===== src/rtl/audio_pkg.sv =====
// Shared types and widths for the audio voice path.
// Voice 1 is built only when AUDIO_SEQ_VOICE1_EN is defined.
package audio_pkg;

  localparam int PHASE_W  = 16;
  localparam int SAMPLE_W = 16;
  localparam int ROM_DW   = 8;
  localparam int VOL_W    = 4;
  localparam int MIX_W    = 13;

  typedef enum logic [2:0] {
    IDLE,
    FETCH0,
    WAIT0,
    FETCH1,
    WAIT1,
    MIX
  } seq_state_t;

  // one voice's contribution: byte times volume, zero-extended
  function automatic logic [MIX_W-1:0] scale(
    input logic [ROM_DW-1:0] d,
    input logic [VOL_W-1:0]  v
  );
    return MIX_W'(d) * MIX_W'(v);
  endfunction

endpackage


===== src/rtl/audio_tick_gen.sv =====
// Sample-rate divider: one-cycle tick every SAMPLE_DIV clocks.
// Counter is parked at zero while enable is low.
module audio_tick_gen #(
  parameter int SAMPLE_DIV = 1024
) (
  input  logic clk,
  input  logic reset,
  input  logic enable,
  output logic tick
);

  localparam int CW = (SAMPLE_DIV > 1) ? $clog2(SAMPLE_DIV) : 1;
  localparam logic [CW-1:0] LAST = CW'(SAMPLE_DIV - 1);

  logic [CW-1:0] cnt;

  // free-running divider, wraps after LAST
  always_ff @(posedge clk) begin
    if (reset) begin
      cnt <= '0;
    end else if (!enable) begin
      cnt <= '0;
    end else if (cnt == LAST) begin
      cnt <= '0;
    end else begin
      cnt <= cnt + 1'b1;
    end
  end

  assign tick = enable && (cnt == LAST);

endmodule


===== src/rtl/audio_voice_sequencer.sv =====
// Wavetable voice sequencer: shares one ROM port across voices per tick.
// AUDIO_SEQ_VOICE1_EN adds the second voice; otherwise single voice.
module audio_voice_sequencer
  import audio_pkg::*;
#(
  parameter int SAMPLE_DIV = 1024,
  parameter int ROM_AW     = 8
) (
  input  logic                clk,
  input  logic                reset,
  input  logic                enable,
  input  logic [PHASE_W-1:0]  phase_inc0,
  input  logic [PHASE_W-1:0]  phase_inc1,
  input  logic [VOL_W-1:0]    vol0,
  input  logic [VOL_W-1:0]    vol1,
  output logic                rom_req,
  output logic [ROM_AW-1:0]   rom_addr,
  input  logic [ROM_DW-1:0]   rom_data,
  output logic [SAMPLE_W-1:0] sample,
  output logic                sample_valid,
  output logic                busy
);

  seq_state_t         state;
  logic               tick;
  logic [PHASE_W-1:0] acc0;
  logic [ROM_DW-1:0]  d0;
  logic [MIX_W-1:0]   m;

`ifdef AUDIO_SEQ_VOICE1_EN
  logic [PHASE_W-1:0] acc1;
  logic [ROM_DW-1:0]  d1;
`else
  logic               unused_voice1;
  assign unused_voice1 = ^{phase_inc1, vol1};
`endif

  audio_tick_gen #(
    .SAMPLE_DIV(SAMPLE_DIV)
  ) u_tick (
    .clk   (clk),
    .reset (reset),
    .enable(enable),
    .tick  (tick)
  );

  // scaled voice mix, consumed only in MIX
  always_comb begin
    m = scale(d0, vol0);
`ifdef AUDIO_SEQ_VOICE1_EN
    m = m + scale(d1, vol1);
`endif
  end

  // fetch/mix sequencer with registered ROM strobe and sample outputs
  always_ff @(posedge clk) begin
    if (reset) begin
      state        <= IDLE;
      rom_req      <= 1'b0;
      rom_addr     <= '0;
      sample       <= '0;
      sample_valid <= 1'b0;
      acc0         <= '0;
      d0           <= '0;
`ifdef AUDIO_SEQ_VOICE1_EN
      acc1         <= '0;
      d1           <= '0;
`endif
    end else begin
      rom_req      <= 1'b0;
      sample_valid <= 1'b0;
      unique case (state)
        IDLE: begin
          if (tick) begin
            state    <= FETCH0;
            rom_req  <= 1'b1;
            rom_addr <= acc0[PHASE_W-1 -: ROM_AW];
          end
        end
        FETCH0: state <= WAIT0;
        WAIT0: begin
          d0 <= rom_data;
`ifdef AUDIO_SEQ_VOICE1_EN
          state    <= FETCH1;
          rom_req  <= 1'b1;
          rom_addr <= acc1[PHASE_W-1 -: ROM_AW];
`else
          state    <= MIX;
`endif
        end
`ifdef AUDIO_SEQ_VOICE1_EN
        FETCH1: state <= WAIT1;
        WAIT1: begin
          d1    <= rom_data;
          state <= MIX;
        end
`endif
        MIX: begin
          sample       <= {m, 3'b000};
          sample_valid <= 1'b1;
          acc0         <= acc0 + phase_inc0;
`ifdef AUDIO_SEQ_VOICE1_EN
          acc1         <= acc1 + phase_inc1;
`endif
          state        <= IDLE;
        end
        default: state <= IDLE;
      endcase
    end
  end

  assign busy = (state != IDLE);

endmodule


===== config.mk =====
export PLATFORM = sky130hd
export DESIGN_NAME = audio_voice_sequencer
export DESIGN_NICKNAME = d
export VERILOG_FILES = /design/src/rtl/audio_pkg.sv /design/src/rtl/audio_tick_gen.sv /design/src/rtl/audio_voice_sequencer.sv
export SDC_FILE = /design/constraint.sdc
export NUM_CORES = 1
export LEC_CHECK = 0
export CAP_MARGIN = 20
export CORE_MARGIN = 2
export CORE_UTILIZATION = 31
export CTS_CLUSTER_DIAMETER = 150
export CTS_CLUSTER_SIZE = 20
export DETAILED_ROUTE_END_ITERATION = 10
export PLACE_DENSITY = 0.64
export SLEW_MARGIN = 20
export SYNTH_ARGS = -nofsm -noshare
export SYNTH_HDL_FRONTEND = slang
export SYNTH_SLANG_ARGS = --single-unit

===== constraint.sdc =====
create_clock -name clk -period 5.1 [get_ports clk]
set_clock_uncertainty 0.1 [all_clocks]
set_input_delay 1.02 -clock clk [delete_from_list [all_inputs] [get_ports clk]]
set_output_delay 1.02 -clock clk [all_outputs]
set_load 0.1 [all_outputs]

==> results.ini, run 1 <==
[die]
row_count=39
die-area_um2=12800
core-area_um2=11500
die_x_um=113
io_pins=78
die_y_um=113
initial_core_util_pct=32.1

[route]
drt-total-wl_um=8430
first_iter_violations=104
firstDrtPassIters=7
routedWlPerCell_um=13.2
drc_errors=1
vias_per_cell=4.86
final_antenna_net_count=0
vias=3102

[logic_synthesis]
ys_top_cells_by_count=nand2_1, dfxtp_1, a21oi_1, nor2_1, ha_1
yosys_register_bits=59
synthTopCellsByArea=dfxtp_1, ha_1, fa_1
syn-cell-area_um2=3690
syn_avg_cell_area_um2=8.42
synth-edff-count=0
yosys.cell_types.count=52
synth_top_area_share_pct=32.0
synthArstFlopShare_pct=0
synth_most_common_cell=nand2_1
yosysWarnings=0
yosysSeqAreaShare_pct=32.0
synthFlopType=dfxtp_1
netlist_instances=439
synth.largest_area_cell=dfxtp_1

[timing]
rsz0062_at_grt=false
fmax_mhz=222
finalSetupTns_ns=0
fin_ws_ns=0.606
period_needed_ns=4.49
max_slew_margin_pct=33.1
finalCritPeriodShare_pct=88.1
worst_slew_pin_slew_ns=1.00
setup_violations=0
slew_viol_final=0
hold_viol_final=0

[global_route]
grt_pass1_vias=3063
gr-total-overflow=0
antenna_found_initial=0
grt_max_degree=51
grt_usage_pct=13.8
grt_pass1_wl_um=14400

[power]
p_sw_uw=251
pwr-share-comb_pct=5.8
power_density_nw_per_um2=263
pwr-share-clk_pct=56.7
power.internal_uw=981
seq_power_share_pct=37.6
switching_share_pct=20.4
leakage_uw=0.00200
ir_drop_uv=146

[placement]
dpl_cell_area_um2=4340
portBuffers=53
hpwl_um=6160
gp_routability_congestion=0.790
dp_slack_ns=0.282

[cts]
clock_path_buffers=2
cts_made_buffers=9
cts_tree=done
htreeDepth=3
clock_latency_ns=0.32
postCtsSetupBuffers=0
hold_buffers=0
clkSlewWorstSetupHoldPaths_ns=0.05
clock-sinks=59
cts-root-buf=clkbuf_16
cts_resized=0

[worst_hold_path]
hold_class=reg2reg

[cells_and_area]
area_growth_pct=26.9
n_antenna_cell=0
fin_nets=586
drive_above_1_share_pct=5.05
design_area_um2=4690

[critical_path]
path_max_fanout=8
worstSetupEndpointType=register
crit_path_start_kind=primary input
worstPathRequired_ns=5.21
path_class=in2reg
crit_arrival_ns=4.60

[job]
maxCapViolations=0

[outcome]
violations=design-rule violations
run_status=complete, but fails checks

==> cells in the final DEF (no fill, tap or decap), types with 5 or more instances in the layout <==
cell type,count
o21a_1,5
a31oi_1,5
clkbuf_16,9
nor2_1,34
fa_1,13
o21ai_0,6
mux2i_1,9
and3_1,5
a21oi_1,42
xnor2_1,15
a21o_1,7
nand3_1,15
and2_1,24
clkdlybuf4s50_1,53
xor2_1,6
ha_1,32
nand2_1,67
inv_1,25
dfxtp_1,59
==> critical path, stage by stage <==
cell             delay [ns]
clkdlybuf4s50_1        0.60
nand2_1                0.13
fa_1                   0.55
inv_1                  0.06
fa_1                   0.54
fa_1                   0.47
a21o_1                 0.19
a21oi_1                0.21
o21bai_1               0.11
a21oi_1                0.23
o21ai_0                0.16
o311ai_0               0.33
==> metal layers <==
metal / wire length, um / track usage [%] / up-vias
met3: 284 / 3.96 / 2
met1: 3920 / 17.3 / 1451
met5: 0 / 0 / -
li1: - / - / 1599
met2: 4200 / 23.6 / 50
met4: 25 / 3.17 / 0
==> power by group through the flow <==
| stage | Sequential (uW) | Clock, uW | Combinational, uW |
|---|---|---|---|
| after global routing | 462 | 738 | 77.5 |
| after floorplan | 472 | 0 | 40.1 |
| after CTS | 463 | 716 | 71.3 |
| after global placement | 472 | 0 | 69.9 |
| final | 463 | 698 | 71.2 |
| after detailed placement | 472 | 0 | 70.7 |
==> registers in the layout, indices dropped and copies added, names as in the netlist <==
signal        count
u_tick.cnt       10
rom_req           1
state             3
rom_addr          8
sample           12
d0                8
acc0             16
sample_valid      1
==> area by class of cell <==
class	count	area, um2
Clock inverter	5	100
Clock buffer	11	243
Inverter	26	97.6
Sequential cell	59	1180
Timing Repair Buffer	55	546
Multi-Input combinational cell	339	2340
Tap cell	143	179
Fill cell	1161	6830
==> through the flow <==
step           hold WS [ns]  cells  util (%)  total power, uW
6_report              0.355    638      40.7             1230
3_3_place_gp          0.341    622      37.7              542
2_1_floorplan         0.330    442         -              512
4_1_cts               0.355    638      40.7             1250
3_5_place_dp          0.348    622      37.7              543
5_1_grt               0.372    638      40.7             1280
==> cell families (layout without fill, tap and decap cells) <==
family,Yosys count,after routing,synth area share (%)
other,1,4,0.101
adders and majority gates,45,45,17.9
buffers and inverters,44,97,4.98
xor gates and xnor gates,21,21,4.98
DFF,59,59,32.0
and+or+nand+nor,170,170,21.9
muxes,10,10,2.74
AOI/OAI and AO/OA,89,89,15.5
==> path summary, 6_finish.rpt <==
path                                start    endpoint  slack, ns  cells after the start
worst max-delay path              vol0[3]  sample[13]       0.61                     12
worst min-delay path            sample[3]   sample[3]       0.36                      2
worst max register to register      d0[0]  sample[13]       1.53                     11
worst min register to register  sample[3]   sample[3]       0.36                      2
Note: power is estimated with default switching activity, not from simulation.
==> inputs of run 2 (changes only) <==
CORE_MARGIN = default   (was 2)
==> results.ini, run 2 (synthesized netlist as in run 1, its figures left out) <==
[outcome]
run_status=complete, but fails checks
violations=design-rule violations

[cts]
clock_latency_ns=0.32  ; about the same
clkSlewWorstSetupHoldPaths_ns=0.05  ; about the same
clock-sinks=59  ; unchanged
hold_buffers=0  ; unchanged
postCtsSetupBuffers=0  ; unchanged
cts-root-buf=clkbuf_16
cts_made_buffers=9  ; unchanged
cts_resized=0  ; unchanged
cts_tree=done
htreeDepth=3  ; unchanged
clock_path_buffers=2  ; unchanged

[route]
drc_errors=4  ; +3
firstDrtPassIters=7  ; unchanged
routedWlPerCell_um=12.9  ; -2.7%
wl_met3_um=258  ; -9.2%
vias=3118  ; +0.52%
met1_length_um=3910  ; -0.33%
first_iter_violations=84  ; -19%
vias_per_cell=4.89  ; +0.52%
final_antenna_net_count=0  ; unchanged
routed.top_layer=met4
drt-total-wl_um=8200  ; -2.7%
wl_met2_um=3970  ; -5.5%

[global_route]
grt_max_degree=51  ; unchanged
gr-total-overflow=0  ; unchanged
grt_pass1_wl_um=13900  ; -3.5%
grt_pass1_vias=3063  ; unchanged
antenna_found_initial=0  ; unchanged
grt_usage_pct=13.9  ; +0.025 points

[placement]
hpwl_um=6010  ; -2.4%
dp_slack_ns=0.309  ; +0.0272 ns
gp_routability_congestion=0.784  ; -0.76%
portBuffers=53  ; unchanged
dp.cells=622  ; unchanged

[critical_path]
crit_arrival_ns=4.56  ; -0.04 ns
worstPathRequired_ns=5.22  ; about the same
rr_startpoint=d0[0]
regToRegSetupSlack_ns=1.60  ; +0.07 ns
path_max_fanout=8  ; unchanged
path_class=in2reg
crit_path_start_kind=primary input
worstSetupEndpointType=register
reg2reg_depth=11  ; unchanged
reg2reg_to=sample[13]

[die]
die_x_um=111  ; -1.8%
row_count=39  ; unchanged
die_y_um=111  ; -1.8%
core-area_um2=11500  ; unchanged
initial_core_util_pct=32.1  ; unchanged
die-area_um2=12400  ; -3.5%
io_pins=78  ; unchanged

[cells_and_area]
area_growth_pct=26.4
largest_reg_flops=16  ; unchanged
layout_commonest_cell=nand2_1
nFillCells=1178  ; +1.5%
fin_nets=586  ; unchanged
drive_above_1_share_pct=5.25  ; +0.20 points
reg_top3=acc0 x16, sample x12, u_tick.cnt x10
largest_register=acc0
final_cell_mix=nand2_1, dfxtp_1, clkdlybuf4s50_1
n_antenna_cell=0  ; unchanged
fin_cells=638  ; unchanged

[timing]
max_slew_margin_pct=33.6  ; +0.53 points
fmax_mhz=225  ; +1.3%
fin_ws_ns=0.661  ; +0.0560 ns
worst_slew_pin_slew_ns=0.996  ; -0.00482 ns
finalCritPeriodShare_pct=87.0  ; -1.1 points
hold_viol_final=0  ; unchanged
finalSetupTns_ns=0  ; unchanged
period_needed_ns=4.44  ; -0.0560 ns
slew_viol_final=0  ; unchanged
rsz0062_at_grt=false
setup_violations=0  ; unchanged

[worst_hold_path]
hold_start=acc0[2]
whs_path_depth=2  ; unchanged
worstHoldEndpoint=acc0[2]
hold_class=reg2reg

[job]
maxCapViolations=0  ; unchanged

[power]
ir_drop_uv=154  ; +6.0%
power_density_nw_per_um2=256  ; -2.5%
leakage_uw=0.00199  ; -0.21%

==> run 2: changes by cell type in the layout (fill, tap and decap cells not counted), sizes merged <==
cell / before / now
bufinv: 3 / 2
clkinv: 3 / 4
==> run 2: critical path, cell delays in order <==
cell             delay (ns)
clkdlybuf4s50_1        0.62
nand2_1                0.12
fa_1                   0.53
inv_1                  0.06
fa_1                   0.54
fa_1                   0.47
a21o_1                 0.19
a21oi_1                0.22
o21bai_1               0.09
a21oi_1                0.22
o21ai_0                0.16
o311ai_0               0.30
==> run 2: final cells by class <==
class | instances | area [um2] | share of cell area (%)
clock inverter | 5 | 75.1 | 1.61
tap | 143 | 179 | 3.83
clock buffer | 11 | 253 | 5.41
timing repair buffer | 55 | 546 | 11.7
inverter | 26 | 97.6 | 2.09
sequential | 59 | 1180 | 25.3
multi-input combinational | 339 | 2340 | 50.1
==> run 2: worst max path at each step <==
stage / from / to / cells after the start
after floorplan: vol0[3] / sample[13] / 11
after global placement: vol0[3] / sample[13] / 12
after detailed placement: vol0[3] / sample[13] / 12
after CTS: vol0[3] / sample[13] / 12
after global routing: vol0[3] / sample[13] / 12
final: vol0[3] / sample[13] / 12
==> run 2: report_power, final <==
group	switching (uW)	leakage (uW)	internal (uW)
sequential	0.662	0.000475	462
combinational	41.4	0.00135	30.4
clock	211	0.000165	451
total	253	0.00199	944
==> run 2: stage by stage <==
step | hold slack [ns] | area [um2] | util, % | power, uW
3_3_place_gp | 0.343 | 4340 | 37.7 | 542
3_5_place_dp | 0.348 | 4340 | 37.7 | 544
6_report | 0.352 | 4670 | 40.6 | 1200
5_1_grt | 0.373 | 4670 | 40.6 | 1240
4_1_cts | 0.355 | 4670 | 40.6 | 1220
2_1_floorplan | 0.330 | 3710 | - | 512
==> run 2: metal layers <==
layer,up-vias,global-route usage [%]
met5,-,0
met4,0,5.32
met3,6,2.90
met2,43,23.3
met1,1473,17.4
li1,1596,-
==> inputs of run 3 (changes only) <==
DONT_BUFFER_PORTS = 1   (was default)
PLACE_DENSITY = 0.56   (was 0.64)
==> results.ini, run 3 (synthesized netlist as in run 1, its figures left out) <==
[critical_path]
path_class=in2reg
crit_arrival_ns=3.88  ; -0.68 ns
crit_family=adder cells
path_cells=nand2_1 -> fa_1 -> inv_1 -> fa_1 -> fa_1 -> a21o_1 -> a21oi_1 -> o21bai_1 -> a21oi_1 -> o21ai_0 -> o311ai_0
critical_path.max_stage_delay_ns=0.54  ; -0.08 ns
worstSetupEndpointType=register
slowest_stage=fa_1
path_max_fanout=8  ; unchanged
worstPathRequired_ns=5.22  ; about the same
path_buf_inv=1  ; -1
crit_path_start_kind=primary input
cp_common_cell=fa_1

[outcome]
run_status=complete, but fails checks
violations=design-rule violations

[route]
drc_errors=6  ; +2
vias=2964  ; -4.9%
routedWlPerCell_um=14.0  ; +8.7%
first_iter_violations=82  ; -2.4%
final_antenna_net_count=0  ; unchanged
vias_per_cell=5.08  ; +3.9%
drt-total-wl_um=8160  ; -0.46%
firstDrtPassIters=7  ; unchanged

[cells_and_area]
n_antenna_cell=0  ; unchanged
layout_commonest_cell=nand2_1
design_area_um2=4130  ; -12%
fin_nets=532  ; -9.2%
drive_above_1_share_pct=5.22  ; -0.037 points
area_growth_pct=11.7
final_cell_mix=nand2_1, dfxtp_1, a21oi_1
reg_top3=acc0 x16, sample x12, u_tick.cnt x10
largest_reg_flops=16  ; unchanged
largest_register=acc0

[cts]
cts-root-buf=clkbuf_16
postCtsSetupBuffers=0  ; unchanged
clock-sinks=59  ; unchanged
cts_tree=done
clock_path_buffers=2  ; unchanged
clock_latency_ns=0.33  ; about the same
htreeDepth=3  ; unchanged
cts_made_buffers=9  ; unchanged
clkSlewWorstSetupHoldPaths_ns=0.05  ; about the same
hold_buffers=0  ; unchanged
cts_resized=0  ; unchanged

[die]
core-area_um2=11500  ; unchanged
io_pins=78  ; unchanged
initial_core_util_pct=32.1  ; unchanged
die_x_um=111  ; unchanged
die-area_um2=12400  ; unchanged
row_count=39  ; unchanged
die_y_um=111  ; unchanged

[timing]
setup_violations=0  ; unchanged
rsz0062_at_grt=false
finalCritPeriodShare_pct=73.7  ; -13 points
period_needed_ns=3.76  ; -0.679 ns
slew_viol_final=0  ; unchanged
fmax_mhz=266  ; +18%
fin_ws_ns=1.34  ; +0.679 ns
worst_slew_pin_slew_ns=1.04  ; +0.0392 ns
finalSetupTns_ns=0  ; unchanged
max_slew_margin_pct=30.9  ; -2.7 points
hold_viol_final=0  ; unchanged

[job]
maxCapViolations=0  ; unchanged

[placement]
hpwl_um=6080  ; +1.2%
dp_slack_ns=0.967  ; +0.658 ns
dpl_cell_area_um2=3810  ; -12%
portBuffers=0  ; -100%
gp_routability_congestion=0.834  ; +6.4%

[global_route]
grt_max_degree=51  ; unchanged
grt_usage_pct=14.5  ; +0.65 points
antenna_found_initial=0  ; unchanged
gr-total-overflow=0  ; unchanged
grt_pass1_vias=2987  ; -2.5%
grt_pass1_wl_um=14300  ; +2.8%

[power]
finalPower_uw=1160  ; -3.4%
leakage_uw=0.00178  ; -10%
power_density_nw_per_um2=280  ; +9.3%
ir_drop_uv=145  ; -6.1%

[worst_hold_path]
hold_class=reg2reg

-- run 3: cell count changes in the layout (fill, tap and decap cells not counted) --
cell | previous run | this run
clkinv_4 | 0 | 1
clkinv_2 | 3 | 1
clkbuf_8 | 2 | 1
buf_4 | 2 | 1
clkdlybuf4s50_1 | 53 | 0
clkbuf_1 | 0 | 2
-- run 3: tightest hold or removal path, stage by stage (launching register included) --
cell,delay (ns)
dfxtp_1,0.31
nand2_1,0.05
a21oi_1,0.05
-- run 3: final timing paths --
check | start | to | slack, ns | cells past startpoint
min | acc0[2] | acc0[2] | 0.35 | 2
min reg2reg | acc0[2] | acc0[2] | 0.35 | 2
max reg2reg | d0[0] | sample[13] | 1.59 | 11
max | vol0[3] | sample[13] | 1.34 | 11
-- run 3: cell type report --
| type | instances | area, um2 |
|---|---|---|
| flip-flops and latches | 59 | 1180 |
| clock buffers | 12 | 246 |
| repair buffers | 1 | 7.51 |
| clock inverters | 4 | 73.8 |
| well taps | 143 | 179 |
| inverters | 26 | 97.6 |
| fillers | 1189 | 7390 |
| multi-input cells | 339 | 2340 |
-- run 3: through the flow --
| stage | utilization, % | hold WS [ns] | cells |
|---|---|---|---|
| CTS | 35.8 | 0.352 | 584 |
| finish | 35.8 | 0.349 | 584 |
| global placement | 33.1 | 0.337 | 568 |
| floorplan | - | 0.330 | 442 |
| detailed placement | 33.1 | 0.344 | 568 |
| global route | 35.8 | 0.375 | 584 |
-- run 3: report_power, final --
group          internal (uW)  switching [uW]
Sequential               462           0.701
Combinational           9.92            27.2
Clock                    441             215
Total                    913             243
-- run 3: per-layer routing --
layer  GRT usage (%)  part of all wire, %  up-vias
li1                -                    -     1491
met1            16.8                   43     1419
met2            24.2                   48       42
met3            5.41                  6.7       12
met4            5.77                  1.8        0
met5               0                    0        -
